File: src/rtl/iob_aclint_pkg.sv
// iob_aclint shared definitions: register map offsets, per-hart strides,
// CTRL bit positions, register-select encoding and a byte-lane write helper.
package iob_aclint_pkg;

    // Region base offsets
    localparam logic [31:0] MSIP_BASE       = 32'h0000_0000;
    localparam logic [31:0] MTIMECMP_BASE   = 32'h0000_4000;
    localparam logic [31:0] CTRL_BASE       = 32'h0000_8000;
    localparam logic [31:0] MTIME_BASE      = 32'h0000_BFF8;

    // Per-hart strides inside each region
    localparam logic [31:0] MSIP_STRIDE     = 32'd4;
    localparam logic [31:0] MTIMECMP_STRIDE = 32'd8;
    localparam logic [31:0] CTRL_STRIDE     = 32'd16;

    // Word slots inside one CTRL stride
    localparam logic [1:0] CTRL_WORD      = 2'd0;
    localparam logic [1:0] PERIOD_LO_WORD = 2'd1;
    localparam logic [1:0] PERIOD_HI_WORD = 2'd2;

    // CTRL bit indices
    localparam int CTRL_PERIODIC_BIT = 0;
    localparam int CTRL_PENDING_BIT  = 1;

    typedef enum logic [3:0] {
        REG_NONE     = 4'd0,
        REG_MSIP     = 4'd1,
        REG_CMP_LO   = 4'd2,
        REG_CMP_HI   = 4'd3,
        REG_CTRL     = 4'd4,
        REG_PER_LO   = 4'd5,
        REG_PER_HI   = 4'd6,
        REG_MTIME_LO = 4'd7,
        REG_MTIME_HI = 4'd8
    } reg_sel_e;

    // Merge a 32-bit bus write into the low or high word of a 64-bit value,
    // honouring the byte strobes. Callers truncate to their implemented width,
    // which is how bits above MTIME_W ignore writes.
    function automatic logic [63:0] write_word(input logic [63:0] old_v,
                                               input logic        hi,
                                               input logic [31:0] wd,
                                               input logic [3:0]  ws);
        logic [63:0] res;
        int          base;
        res  = old_v;
        base = hi ? 32 : 0;
        for (int b = 0; b < 4; b++) begin
            if (ws[b]) begin
                res[base + 8*b +: 8] = wd[8*b +: 8];
            end
        end
        return res;
    endfunction

endpackage

File: src/rtl/iob_aclint_rtc_sync.sv
// Brings the asynchronous rtc into the clk domain and turns each rising
// edge into a one-cycle tick. tick is decoded from two flops of the same
// chain, so it is glitch-free and lands 2 edges after rtc rises.
module iob_aclint_rtc_sync
    import iob_aclint_pkg::*;
(
    input  logic clk,
    input  logic rst,
    input  logic rtc,
    output logic tick
);

    logic sync1_r;
    logic sync2_r;
    logic prev_r;

    // Two-stage synchroniser followed by the edge-detect history flop
    always_ff @(posedge clk) begin
        if (!rst) begin
            sync1_r <= 1'b0;
            sync2_r <= 1'b0;
            prev_r  <= 1'b0;
        end else begin
            sync1_r <= rtc;
            sync2_r <= sync1_r;
            prev_r  <= sync2_r;
        end
    end

    // Rising-edge decode of the synchronised rtc
    always_comb begin
        tick = sync2_r & ~prev_r;
    end

endmodule

File: src/rtl/iob_aclint.sv
// Core-local interruptor: one shared mtime counter, per-hart MSIP and
// MTIMECMP, per-hart one-shot / auto-reload periodic timer, and a shadowed
// high word so 64-bit mtime can be read tear-free over a 32-bit bus.
module iob_aclint
    import iob_aclint_pkg::*;
#(
    parameter int N_HARTS = 1,
    parameter int ADDR_W  = 16,
    parameter int DATA_W  = 32,
    parameter int MTIME_W = 64
) (
    input  logic                 clk,
    input  logic                 rst,
    input  logic                 rtc,
    input  logic                 valid,
    input  logic [ADDR_W-1:0]    address,
    input  logic [DATA_W-1:0]    wdata,
    input  logic [DATA_W/8-1:0]  wstrb,
    output logic [DATA_W-1:0]    rdata,
    output logic                 ready,
    output logic [N_HARTS-1:0]   mtip,
    output logic [N_HARTS-1:0]   msip
);

    logic                       tick_s;
    logic [31:0]                addr_s;
    logic [31:0]                hart_idx_s;
    reg_sel_e                   reg_sel_s;
    logic                       bus_wr_s;
    logic                       bus_rd_s;
    logic [MTIME_W-1:0]         mtime_r;
    logic [63:0]                mtime64_s;
    logic [31:0]                shadow_r;
    logic [N_HARTS-1:0][31:0]   hart_rd_s;
    logic [31:0]                rd_word_s;
    logic [N_HARTS-1:0]         mtip_nxt_s;
    logic [N_HARTS-1:0]         msip_nxt_s;
    logic [N_HARTS-1:0]         msip_r;
    logic [N_HARTS-1:0]         msip_out_r;
    logic [N_HARTS-1:0]         mtip_r;
    logic                       req_r;
    logic [31:0]                rd_q_r;
    logic                       ready_r;
    logic [DATA_W-1:0]          rdata_r;

    iob_aclint_rtc_sync u_rtc_sync (
        .clk  (clk),
        .rst  (rst),
        .rtc  (rtc),
        .tick (tick_s)
    );

    // Address decode into a register select plus a hart index; hart indices
    // beyond N_HARTS simply match no hart and so read 0 / drop writes.
    always_comb begin
        addr_s     = 32'(address);
        bus_wr_s   = valid && (|wstrb);
        bus_rd_s   = valid && !(|wstrb);
        mtime64_s  = 64'(mtime_r);
        reg_sel_s  = REG_NONE;
        hart_idx_s = 32'd0;
        if (addr_s < MTIMECMP_BASE) begin
            reg_sel_s  = REG_MSIP;
            hart_idx_s = (addr_s - MSIP_BASE) / MSIP_STRIDE;
        end else if (addr_s < CTRL_BASE) begin
            hart_idx_s = (addr_s - MTIMECMP_BASE) / MTIMECMP_STRIDE;
            reg_sel_s  = addr_s[2] ? REG_CMP_HI : REG_CMP_LO;
        end else if (addr_s < MTIME_BASE) begin
            hart_idx_s = (addr_s - CTRL_BASE) / CTRL_STRIDE;
            case (addr_s[3:2])
                CTRL_WORD:      reg_sel_s = REG_CTRL;
                PERIOD_LO_WORD: reg_sel_s = REG_PER_LO;
                PERIOD_HI_WORD: reg_sel_s = REG_PER_HI;
                default:        reg_sel_s = REG_NONE;
            endcase
        end else if (addr_s == MTIME_BASE) begin
            reg_sel_s = REG_MTIME_LO;
        end else if (addr_s == (MTIME_BASE + 32'd4)) begin
            reg_sel_s = REG_MTIME_HI;
        end else begin
            reg_sel_s = REG_NONE;
        end
    end

    for (genvar h = 0; h < N_HARTS; h++) begin : g_hart
        logic [MTIME_W-1:0] cmp_r;
        logic [MTIME_W-1:0] cmp_next_s;
        logic [MTIME_W-1:0] period_r;
        logic [MTIME_W-1:0] period_next_s;
        logic [63:0]        cmp64_s;
        logic [63:0]        period64_s;
        logic               periodic_r;
        logic               periodic_next_s;
        logic               pending_r;
        logic               pending_next_s;
        logic               hit_s;
        logic               wr_s;
        logic               cmp_ge_s;
        logic               pend_set_s;
        logic               pend_clr_s;
        logic               msip_next_s;
        logic               mtip_next_s;
        logic [31:0]        ctrl_word_s;
        logic [31:0]        rd_s;

        // Per-hart compare, auto-reload, PENDING and register next-state;
        // a bus write to MTIMECMP takes priority over the reload, and a
        // PENDING set takes priority over a same-cycle clear.
        always_comb begin
            hit_s       = (hart_idx_s == 32'(h));
            wr_s        = bus_wr_s && hit_s;
            cmp64_s     = 64'(cmp_r);
            period64_s  = 64'(period_r);
            cmp_ge_s    = (mtime_r >= cmp_r);
            pend_set_s  = periodic_r && cmp_ge_s;
            pend_clr_s  = wr_s && (reg_sel_s == REG_CTRL) && wstrb[0]
                          && wdata[CTRL_PENDING_BIT];
            pending_next_s = pend_set_s || (pending_r && !pend_clr_s);
            mtip_next_s = periodic_r ? pending_next_s : cmp_ge_s;

            if (wr_s && (reg_sel_s == REG_CTRL) && wstrb[0]) begin
                periodic_next_s = wdata[CTRL_PERIODIC_BIT];
            end else begin
                periodic_next_s = periodic_r;
            end

            if (wr_s && ((reg_sel_s == REG_CMP_LO) || (reg_sel_s == REG_CMP_HI))) begin
                cmp_next_s = MTIME_W'(write_word(cmp64_s, reg_sel_s == REG_CMP_HI, wdata, wstrb));
            end else if (pend_set_s && (period_r != {MTIME_W{1'b0}})) begin
                cmp_next_s = cmp_r + period_r;
            end else begin
                cmp_next_s = cmp_r;
            end

            if (wr_s && ((reg_sel_s == REG_PER_LO) || (reg_sel_s == REG_PER_HI))) begin
                period_next_s = MTIME_W'(write_word(period64_s, reg_sel_s == REG_PER_HI, wdata, wstrb));
            end else begin
                period_next_s = period_r;
            end

            if (wr_s && (reg_sel_s == REG_MSIP) && wstrb[0]) begin
                msip_next_s = wdata[0];
            end else begin
                msip_next_s = msip_r[h];
            end

            ctrl_word_s = 32'd0;
            ctrl_word_s[CTRL_PERIODIC_BIT] = periodic_r;
            ctrl_word_s[CTRL_PENDING_BIT]  = pending_r;

            if (hit_s) begin
                case (reg_sel_s)
                    REG_MSIP:   rd_s = {31'd0, msip_r[h]};
                    REG_CMP_LO: rd_s = cmp64_s[31:0];
                    REG_CMP_HI: rd_s = cmp64_s[63:32];
                    REG_CTRL:   rd_s = ctrl_word_s;
                    REG_PER_LO: rd_s = period64_s[31:0];
                    REG_PER_HI: rd_s = period64_s[63:32];
                    default:    rd_s = 32'd0;
                endcase
            end else begin
                rd_s = 32'd0;
            end
        end

        // Per-hart timer state registers
        always_ff @(posedge clk) begin
            if (!rst) begin
                cmp_r      <= {MTIME_W{1'b1}};
                period_r   <= {MTIME_W{1'b0}};
                periodic_r <= 1'b0;
                pending_r  <= 1'b0;
            end else begin
                cmp_r      <= cmp_next_s;
                period_r   <= period_next_s;
                periodic_r <= periodic_next_s;
                pending_r  <= pending_next_s;
            end
        end

        assign hart_rd_s[h]  = rd_s;
        assign mtip_nxt_s[h] = mtip_next_s;
        assign msip_nxt_s[h] = msip_next_s;
    end

    // Read mux: per-hart words are zero unless selected, so OR them together
    always_comb begin
        rd_word_s = 32'd0;
        for (int h = 0; h < N_HARTS; h++) begin
            rd_word_s = rd_word_s | hart_rd_s[h];
        end
        if (reg_sel_s == REG_MTIME_LO) begin
            rd_word_s = mtime64_s[31:0];
        end else if (reg_sel_s == REG_MTIME_HI) begin
            rd_word_s = shadow_r;
        end else begin
            rd_word_s = rd_word_s;
        end
    end

    // Shared counter: a bus write beats a same-cycle tick
    always_ff @(posedge clk) begin
        if (!rst) begin
            mtime_r <= {MTIME_W{1'b0}};
        end else if (bus_wr_s && (reg_sel_s == REG_MTIME_LO)) begin
            mtime_r <= MTIME_W'(write_word(mtime64_s, 1'b0, wdata, wstrb));
        end else if (bus_wr_s && (reg_sel_s == REG_MTIME_HI)) begin
            mtime_r <= MTIME_W'(write_word(mtime64_s, 1'b1, wdata, wstrb));
        end else if (tick_s) begin
            mtime_r <= mtime_r + {{(MTIME_W-1){1'b0}}, 1'b1};
        end else begin
            mtime_r <= mtime_r;
        end
    end

    // High-word shadow captured when the low word is read
    always_ff @(posedge clk) begin
        if (!rst) begin
            shadow_r <= 32'd0;
        end else if (bus_rd_s && (reg_sel_s == REG_MTIME_LO)) begin
            shadow_r <= mtime64_s[63:32];
        end else begin
            shadow_r <= shadow_r;
        end
    end

    // Interrupt state and registered interrupt outputs
    always_ff @(posedge clk) begin
        if (!rst) begin
            msip_r     <= {N_HARTS{1'b0}};
            msip_out_r <= {N_HARTS{1'b0}};
            mtip_r     <= {N_HARTS{1'b0}};
        end else begin
            msip_r     <= msip_nxt_s;
            msip_out_r <= msip_r;
            mtip_r     <= mtip_nxt_s;
        end
    end

    // Two-stage response: read data captured at the request edge, then
    // presented with ready one edge later; reset drops any request in flight.
    always_ff @(posedge clk) begin
        if (!rst) begin
            req_r   <= 1'b0;
            rd_q_r  <= 32'd0;
            ready_r <= 1'b0;
            rdata_r <= {DATA_W{1'b0}};
        end else begin
            req_r   <= valid;
            rd_q_r  <= rd_word_s;
            ready_r <= req_r;
            rdata_r <= req_r ? DATA_W'(rd_q_r) : {DATA_W{1'b0}};
        end
    end

    assign rdata = rdata_r;
    assign ready = ready_r;
    assign mtip  = mtip_r;
    assign msip  = msip_out_r;

endmodule
File: config.mk
export PLATFORM = sky130hd
export DESIGN_NAME = iob_aclint
export DESIGN_NICKNAME = d
export VERILOG_FILES = /design/src/rtl/iob_aclint_pkg.sv /design/src/rtl/iob_aclint_rtc_sync.sv /design/src/rtl/iob_aclint.sv
export SDC_FILE = /design/constraint.sdc
export NUM_CORES = 1
export LEC_CHECK = 0
export CORE_MARGIN = 3
export CORE_UTILIZATION = 60
export DETAILED_ROUTE_END_ITERATION = 8
export PLACE_DENSITY = 0.79
export SETUP_SLACK_MARGIN = 0.1
export SLEW_MARGIN = 10
export SYNTH_ARGS = -nofsm -noshare
export SYNTH_HDL_FRONTEND = slang
export SYNTH_SLANG_ARGS = --single-unit
File: constraint.sdc
create_clock -name clk -period 4 [get_ports clk]
set_clock_uncertainty 0.2 [all_clocks]
set_input_delay 0.8 -clock clk [delete_from_list [all_inputs] [get_ports clk]]
set_output_delay 0.8 -clock clk [all_outputs]
set_load 0.02 [all_outputs]
Yosys cells after proc, flatten, opt, wreduce, memory -nomap -nowiden --
Cells that the tools add are included.
Cells by class: eq/ne operators 21, multipliers 0, add/subtract/negate cells 18, div/mod/pow operators 0, shifts and indexed selects 16, order comparisons 4, bitwise operators 3, muxes and demuxes 48, reductions and logical operators 37
Operator list (number):
- 64-bit two-way mux | 18
- 64-bit bitwise mux | 8
- 8-bit by 33-bit variable shift with 64-bit output, first input constant | 8
- 8-bit by 33-bit variable part select with 64-bit output | 8
- 7-bit negation with 33-bit output | 6
- 32-bit case mux with 6 select lines | 1
- 32-bit two-way mux | 5
- 6-bit negation with 33-bit output | 2
- 64-bit by 1-bit adder with 64-bit output, second input constant | 1
- 64-bit adder | 1
- 64-bit >= comparator | 1
- 64-bit nonzero test | 1
- 16-bit equality test, second input constant | 2
- 32-bit zero test | 1
- 16-bit less-than comparator, second input constant | 2
- 8-bit two-way mux | 4
- 29-bit two-way mux | 1
- 6-bit by 5-bit adder with 7-bit output, second input constant | 4
- 28-bit two-way mux | 1
- 3-bit AND reduction | 8
- 4-bit two-way mux | 5
- 2-bit != test, second input constant | 9
- 16-bit by 15-bit subtractor with 17-bit output, second input constant | 1
- 16-bit by 16-bit subtractor with 17-bit output, second input constant | 1
- other kinds (20) | 48
Word-level totals: memories 0, output and inout bits 35, RAM bits 0, latch bits 0, flip-flop bits (word level) 298, ROM bits 0

Depth between registers and ports, before layout --
depth in word-level cells 22, mapped depth 12

Modules after synthesis --
Synthesis repeated with hierarchy kept, for this count alone.
Unflattened totals: cells, all modules 2507, area, all modules 18958.2 um2
Modules (own cells, without submodules):
- iob_aclint | cells each 2500, area each 18865.6 um2, times used 1
- iob_aclint_rtc_sync | cells each 7, area each 92.6 um2, times used 1

Worst setup path after synthesis --
Ideal clock, no wire load.
path kind input to register, start point in address[15], end point reg g_hart[0].cmp_r[63], path buffers 2, arrival 2.734 ns, path slack 0.944 ns, library setup time 0.122 ns, stages on the path 10, required time 3.678 ns, cell sequence buf_2 -> nand2b_2 -> nor3_4 -> nand4_4 -> o21a_1 -> buf_2 -> nor2_2 -> o21ai_1 -> a21o_1 -> o32a_1
On the way: cells in the longest elaborated chain, start to end 22
Ends and longest elaborated chain:
- start: declaration | RTL line iob_aclint.sv:16 | input logic [ADDR_W-1:0] address,
- branches (longest 22 deep; another with 7-bit negation with 33-bit output)
- end signal: assignment | RTL line iob_aclint.sv:169 | cmp_r <= {MTIME_W{1'b1}};
- end signal: assignment | RTL line iob_aclint.sv:174 | cmp_r <= cmp_next_s;
- end: declaration | RTL line iob_aclint.sv:86 | logic [MTIME_W-1:0] cmp_r;
Parallel ways; which one is timed is not known. The select of a mux whose other input is x is not followed. A chain may end at the register's enable or synchronous reset.

Worst setup path after layout --
start point reg g_hart[0].cmp_r[46], end point reg g_hart[0].cmp_r[52]
On the way: cells in the longest elaborated chain, start to end 4
Ends and longest elaborated chain:
- 64-bit >= comparator | RTL line iob_aclint.sv:114 | cmp_ge_s = (mtime_r >= cmp_r);
- 1-bit logical AND | RTL line iob_aclint.sv:115 | pend_set_s = periodic_r && cmp_ge_s;
- 1-bit logical AND | RTL line iob_aclint.sv:129 | end else if (pend_set_s && (period_r != {MTIME_W{1'b0}})) begin
- 2-bit nonzero test (no source line)
Parallel ways exist; a longest one is shown, timed or not. The select of a mux whose other input is x is not followed.

==> summary.md <==
| Metric | Value |
|---|---|
| Detailed Routing Iterations Pass 1 | 8 |
| All-Layer GR Usage | 44.9% |
| TritonCTS clock tree | built |
| Outcome | complete, no violations |
| Worst Path Required | 4260 ps |
| Vias | 22.1k |
| Flops & latches, synth | 298 |
| Final Wtd Congestion | 1.06 |
| Area Growth Syn to Fin | 15.0% |
| Hold_sp | u_rtc_sync.sync1_r |
| Vias in the first global route | 20.6k |
| Tightest Pin Transition | 913 ps |
| Crit path max-delay family | simple AND/OR/NAND/NOR gates |
| Maxcap violations | 0 |
| Crit-path slowest cell | o21ai_1 |
| Most frequent cells in the layout | nand2_1, dfxtp_1, a21oi_1 |
| Min cycle time layout | 3940 ps |
| Area occupied by multi-input gates | 13,100 sq um |
| H-tree levels | 2 |
| Yosys cell types | 97 |
| Most common cell after layout, fill and taps aside | nand2_1 |
| Setup CP Type | register to register |
| Top FF cell, synth | dfxtp_1 |
| Core area | 32,700 sq um |
| Reg area | 5970 sq um |
| Final WL | 83,000 um |
| Mapped Nets | 2,781 |
| Crit path launch | g_hart[0].cmp64_s[46] |
| Worst-path cell chain | inv_1 > ha_1 > nand4_1 > nor4_4 > buf_4 > and4_1 > o41a_1 > nor4_4 > buf_4 > o21ai_1 > or2_1 > nor2_1 > a21oi_1 |
| Num CTS Buffers | 34 |
| Critical path's largest stage delay | 570 ps |
| Layout Cells excl Fill | 3,153 |
| Setup-failing EPs final | 0 |
| First-pass GRT wire length | 124,000 um |
| Worst Path Arrival | 4200 ps |
| Pin count of the biggest net entering global routing | 162 |
| Final routed DRC violation total | 0 |
| Final period util | 98.4% |
| Share of layout cells above drive strength 1 | 9.22% |
| Synth area leaders | dfxtp_1, ha_1, nand2_1 |
| Worst-path clk slew | 70 ps |
| Seq/Total Area, Yosys | 29.8% |
| Max-slew violations | 0 |
| Initial Util | 61.3% |
| Fin. Hold Viols | 0 |
| P_leak | 0.0107 uW |
| Cells after synthesis | 2,596 |
| Yosys top cell area share | 29.8% |
| Crit path launch type | register |
| IO Pins | 91 |
| Mapped cell area | 20,000 sq um |
| Slew headroom | 39.1% |
| Die W | 189 um |
| Hold Buf Count CTS | 0 |
| Power Dens Cells | 302 nW/um^2 |
| Initial drt markers | 3,481 |
| Layout Nets | 2,872 |
| # port buffers | 90 |
| Via density | 7.02 |
| Hpwl dp | 62,000 um |
| Initial antenna violation count | 2 |
| Die height | 189 um |
| Cell accounting for the most synthesized area | dfxtp_1 |
| Max clock buf depth | 3 |
| Achievable Freq | 254 MHz |
| Die area | 35,600 sq um |
| CP bufs+invs | 3 |
| Rows | 66 |
| Worst-Skew Late Latency | 530 ps |
| Antenna viol nets, final | 0 |
| CP max FO | 7 |
| Worst vdd ir | 281 uV |
| # diodes | 0 |
| Final global-route overflow total | 0 |
| Placed insts | 3,091 |
| Drt wl/cell | 26.3 um |
| RR Startpoint | g_hart[0].cmp64_s[46] |
| Sink Count | 298 |
| Warnings from Yosys | 0 |
| Worst Hold Class | register to register |
| FFs w/ async S/R, synth | 0% |
| Fillers | 2,788 |
| CTS Root Cell | clkbuf_16 |
| Unrepaired setup endpoints after global routing | yes |
| Setup_tns | 0 ps |
| Syn_area_per_cell | 7.72 sq um |
| CP Capture Type | register |
| Post-synth EDFFs | 0 |
[worst paths after layout]
| check | to | cells after the start | slack (ps) |
|---|---|---|---|
| min reg2reg | u_rtc_sync.sync2_r | 1 | 250 |
| max reg2reg | g_hart[0].cmp64_s[52] | 13 | 60 |
| min | u_rtc_sync.sync2_r | 1 | 250 |
| max | g_hart[0].cmp64_s[52] | 13 | 60 |
[synthesized netlist by cell type (all sizes together), types with 26 or more instances]
| library cell | count |
|---|---|
| nand2 | 315 |
| dfxtp | 298 |
| a21oi | 213 |
| a21o | 29 |
| o21ai | 180 |
| a21boi | 37 |
| a211oi | 26 |
| ha | 128 |
| a222oi | 30 |
| and3 | 64 |
| xnor2 | 29 |
| o211ai | 41 |
| nand3 | 104 |
| nand4 | 41 |
| a22oi | 30 |
| nor4 | 33 |
| clkbuf | 121 |
| mux2i | 77 |
| nor3 | 55 |
| and2 | 77 |
| inv | 104 |
| o22ai | 46 |
| nor2 | 197 |
| buf | 38 |
[stage by stage]
stage / total power [uW] / hold slack, ps / utilization (%) / setup slack, ps / instance area, sq um
6_report: 6970 / 251 / 70.5 / 64.2 / 23000
5_1_grt: 7090 / 263 / 70.5 / 46.6 / 23000
4_1_cts: 6920 / 249 / 70.3 / 238 / 23000
3_5_place_dp: 3630 / 233 / 66.7 / -227 / 21800
3_3_place_gp: 3620 / 242 / 66.7 / -112 / 21800
2_1_floorplan: 3350 / 212 / - / 944 / 20000
[where the power goes]
part / switching (uW) / internal, uW / total, uW
registers: 15.1 / 2980 / 2990
clock network: 1340 / 2030 / 3370
logic: 397 / 209 / 607
total: 1750 / 5210 / 6970
[kinds of logic (layout without fill, tap and decap cells)]
logic type	Yosys count	in the layout	share of synthesized area, %
simple gates	971	971	24.2
compound gates	800	800	26.3
fa+ha+maj	129	129	8.09
buf+inv	263	378	5.19
xor+xnor	53	53	2.32
flops	298	298	29.8
mux	82	82	4.13
[layout make-up]
class	instances	share of cell area, %
timing repair buffer	214	8.08
inverter	104	1.69
multi-input combinational	2035	56.8
tap	442	2.40
sequential	298	25.9
clock inverter	13	0.874
clock buffer	47	4.21
[flip-flops by register name (all words and copies together), names as in the netlist, 32 cells and up]
name               cells
rd_q_r                32
rdata                 32
mtime64_s             64
shadow_r              32
g_hart.period64_s     64
g_hart.cmp64_s        64
[routing by layer]
layer,up-vias,wire (um),track usage (%)
met3,434,11000,9.80
met5,-,7,0
met2,1740,34400,67.7
li1,9769,-,-
met1,10186,30300,57.5
met4,2,7290,30.7
[timing repair]
item                       CTS  global route
buffers inserted             0             2
gates resized for setup      0             6
setup endpoints to repair    0            53
[worst register-to-register path: stages, from the launching register on]
cell	delay, ps
dfxtp_1	360
inv_1	140
ha_1	350
nand4_1	310
nor4_4	490
buf_4	190
and4_1	220
o41a_1	250
nor4_4	60
buf_4	180
o21ai_1	570
or2_1	360
nor2_1	90
a21oi_1	110
No activity file was read; power rests on OpenSTA's default activity.
==> RTL change, RTL diff (same settings) <==
Change the parameter `ADDR_W` from 16 to 15.
--- a/src/rtl/iob_aclint.sv
+++ b/src/rtl/iob_aclint.sv
@@ -6,5 +6,5 @@
 #(
     parameter int N_HARTS = 1,
-    parameter int ADDR_W  = 16,
+    parameter int ADDR_W  = 15,
     parameter int DATA_W  = 32,
     parameter int MTIME_W = 64
Interface: changed (resized address); port bits go from 91 to 90. No check against the original RTL was run, so the function may have changed too.
==> RTL change against the original RTL <==
- final area is 53% lower
- worst setup slack better by 1.2 ns
- power is 45% lower
- non-clock buffer count is 123 lower
- synthesized area is 53% lower
- global-route usage is 20 points lower
- sequential cell count is 98 lower
- wire length is 76% lower
- final cell count is 60% lower
==> RTL change: results (changes against the original RTL) <==
.. list-table::
   :header-rows: 1

   * - Metric
     - Value
   * - Via-per-instance ratio
     - 5.639 (-20%)
   * - Weighted congestion at the end of routability-driven global placement
     - 0.8457 (-20%)
   * - Arithmetic-cell share of the synthesized area counting full adders, half adders and majority gates
     - 8.726% (+0.64 points)
   * - Clock share of power
     - 44.7% (-3.6 points)
   * - Final-layout fill cell count
     - 1119 (-60%)
   * - Arrival time of the worst setup path
     - 2.90 ns (-1.30 ns)
   * - Gr usage total
     - 24.62% (-20 points)
   * - Launching instance or port of the critical path
     - address[6]
   * - Run status
     - finished clean
   * - Worst slew margin
     - 47.54% (+8.5 points)
   * - Met3 routing resource usage after global routing
     - 4.024% (-5.8 points)
   * - Highest cell delay on the worst timing path
     - 0.55 ns (-0.02 ns)
   * - Highest net fanout along the worst path
     - 16 (+9)
   * - Timing endpoint of the critical path
     - g_hart[0].cmp64_s[36]
   * - Maximum buffer depth of the clock tree
     - 2 (-1)
   * - Top post-synthesis cells by area
     - sky130_fd_sc_hd__dfxtp_1, sky130_fd_sc_hd__ha_1, sky130_fd_sc_hd__o211ai_1
   * - Share of synthesized area occupied by flip-flops and latches
     - 42.96% (+13 points)
   * - Total length of routed met2 wires
     - 8563 µm (-75%)
   * - Count of unique library cells instantiated by Yosys
     - 52 (-46%)
   * - IR Drop Worst-Case VDD
     - 0.2767 mV (-1.4%)
   * - Total nets after synthesis
     - 1119 (-60%)
   * - Met2 Resource Use GR
     - 36.39% (-31 points)
   * - Global Route met1 Usage
     - 36.78% (-21 points)
   * - Worst reg-to-reg path cell count
     - 8 (-5)
   * - Post-DP HPWL
     - 14830 µm (-76%)
   * - Mean area per synthesized cell
     - 9.330 µm² (+21%)
   * - Drt pass-1 iters
     - 5 (-3)
   * - Clock latency on the worst-skew pair
     - 0.44 ns (-0.09 ns)
   * - Number of levels in the clock H-tree
     - 4 (+2)
RTL change: cell count changes after synthesis, sizes merged, moves of 88 or more:
| cell | delta |
|---|---|
| o21ai | -162 |
| nor2 | -153 |
| a21oi | -191 |
| clkbuf | -88 |
| dfxtp | -98 |
| nand2 | -213 |
RTL change: kinds of logic after synthesis:
kind of cell	after synthesis
and+or+nand+nor	380
DFF	200
buffers and inverters	132
AOI/OAI and AO/OA	131
adders and majority gates	65
xor gates and xnor gates	56
muxes	35
RTL change: cell type report:
class / instances / area [µm²] / share of cell area (%)
clock buffer: 17 / 425.4 / 3.929
timing repair buffer: 91 / 893.4 / 8.251
inverter: 80 / 300.3 / 2.773
tap: 184 / 230.2 / 2.126
multi-input combinational: 667 / 4800 / 44.33
clock inverter: 15 / 175.2 / 1.618
sequential: 200 / 4004 / 36.98
RTL change: stage by stage:
step                      cell area, µm²  worst slack (ns)
after global routing               10830             1.069
after CTS                          10830             1.309
after global placement             10230            0.8974
final                              10830             1.262
after floorplan                     9320             1.581
after detailed placement           10230            0.8812
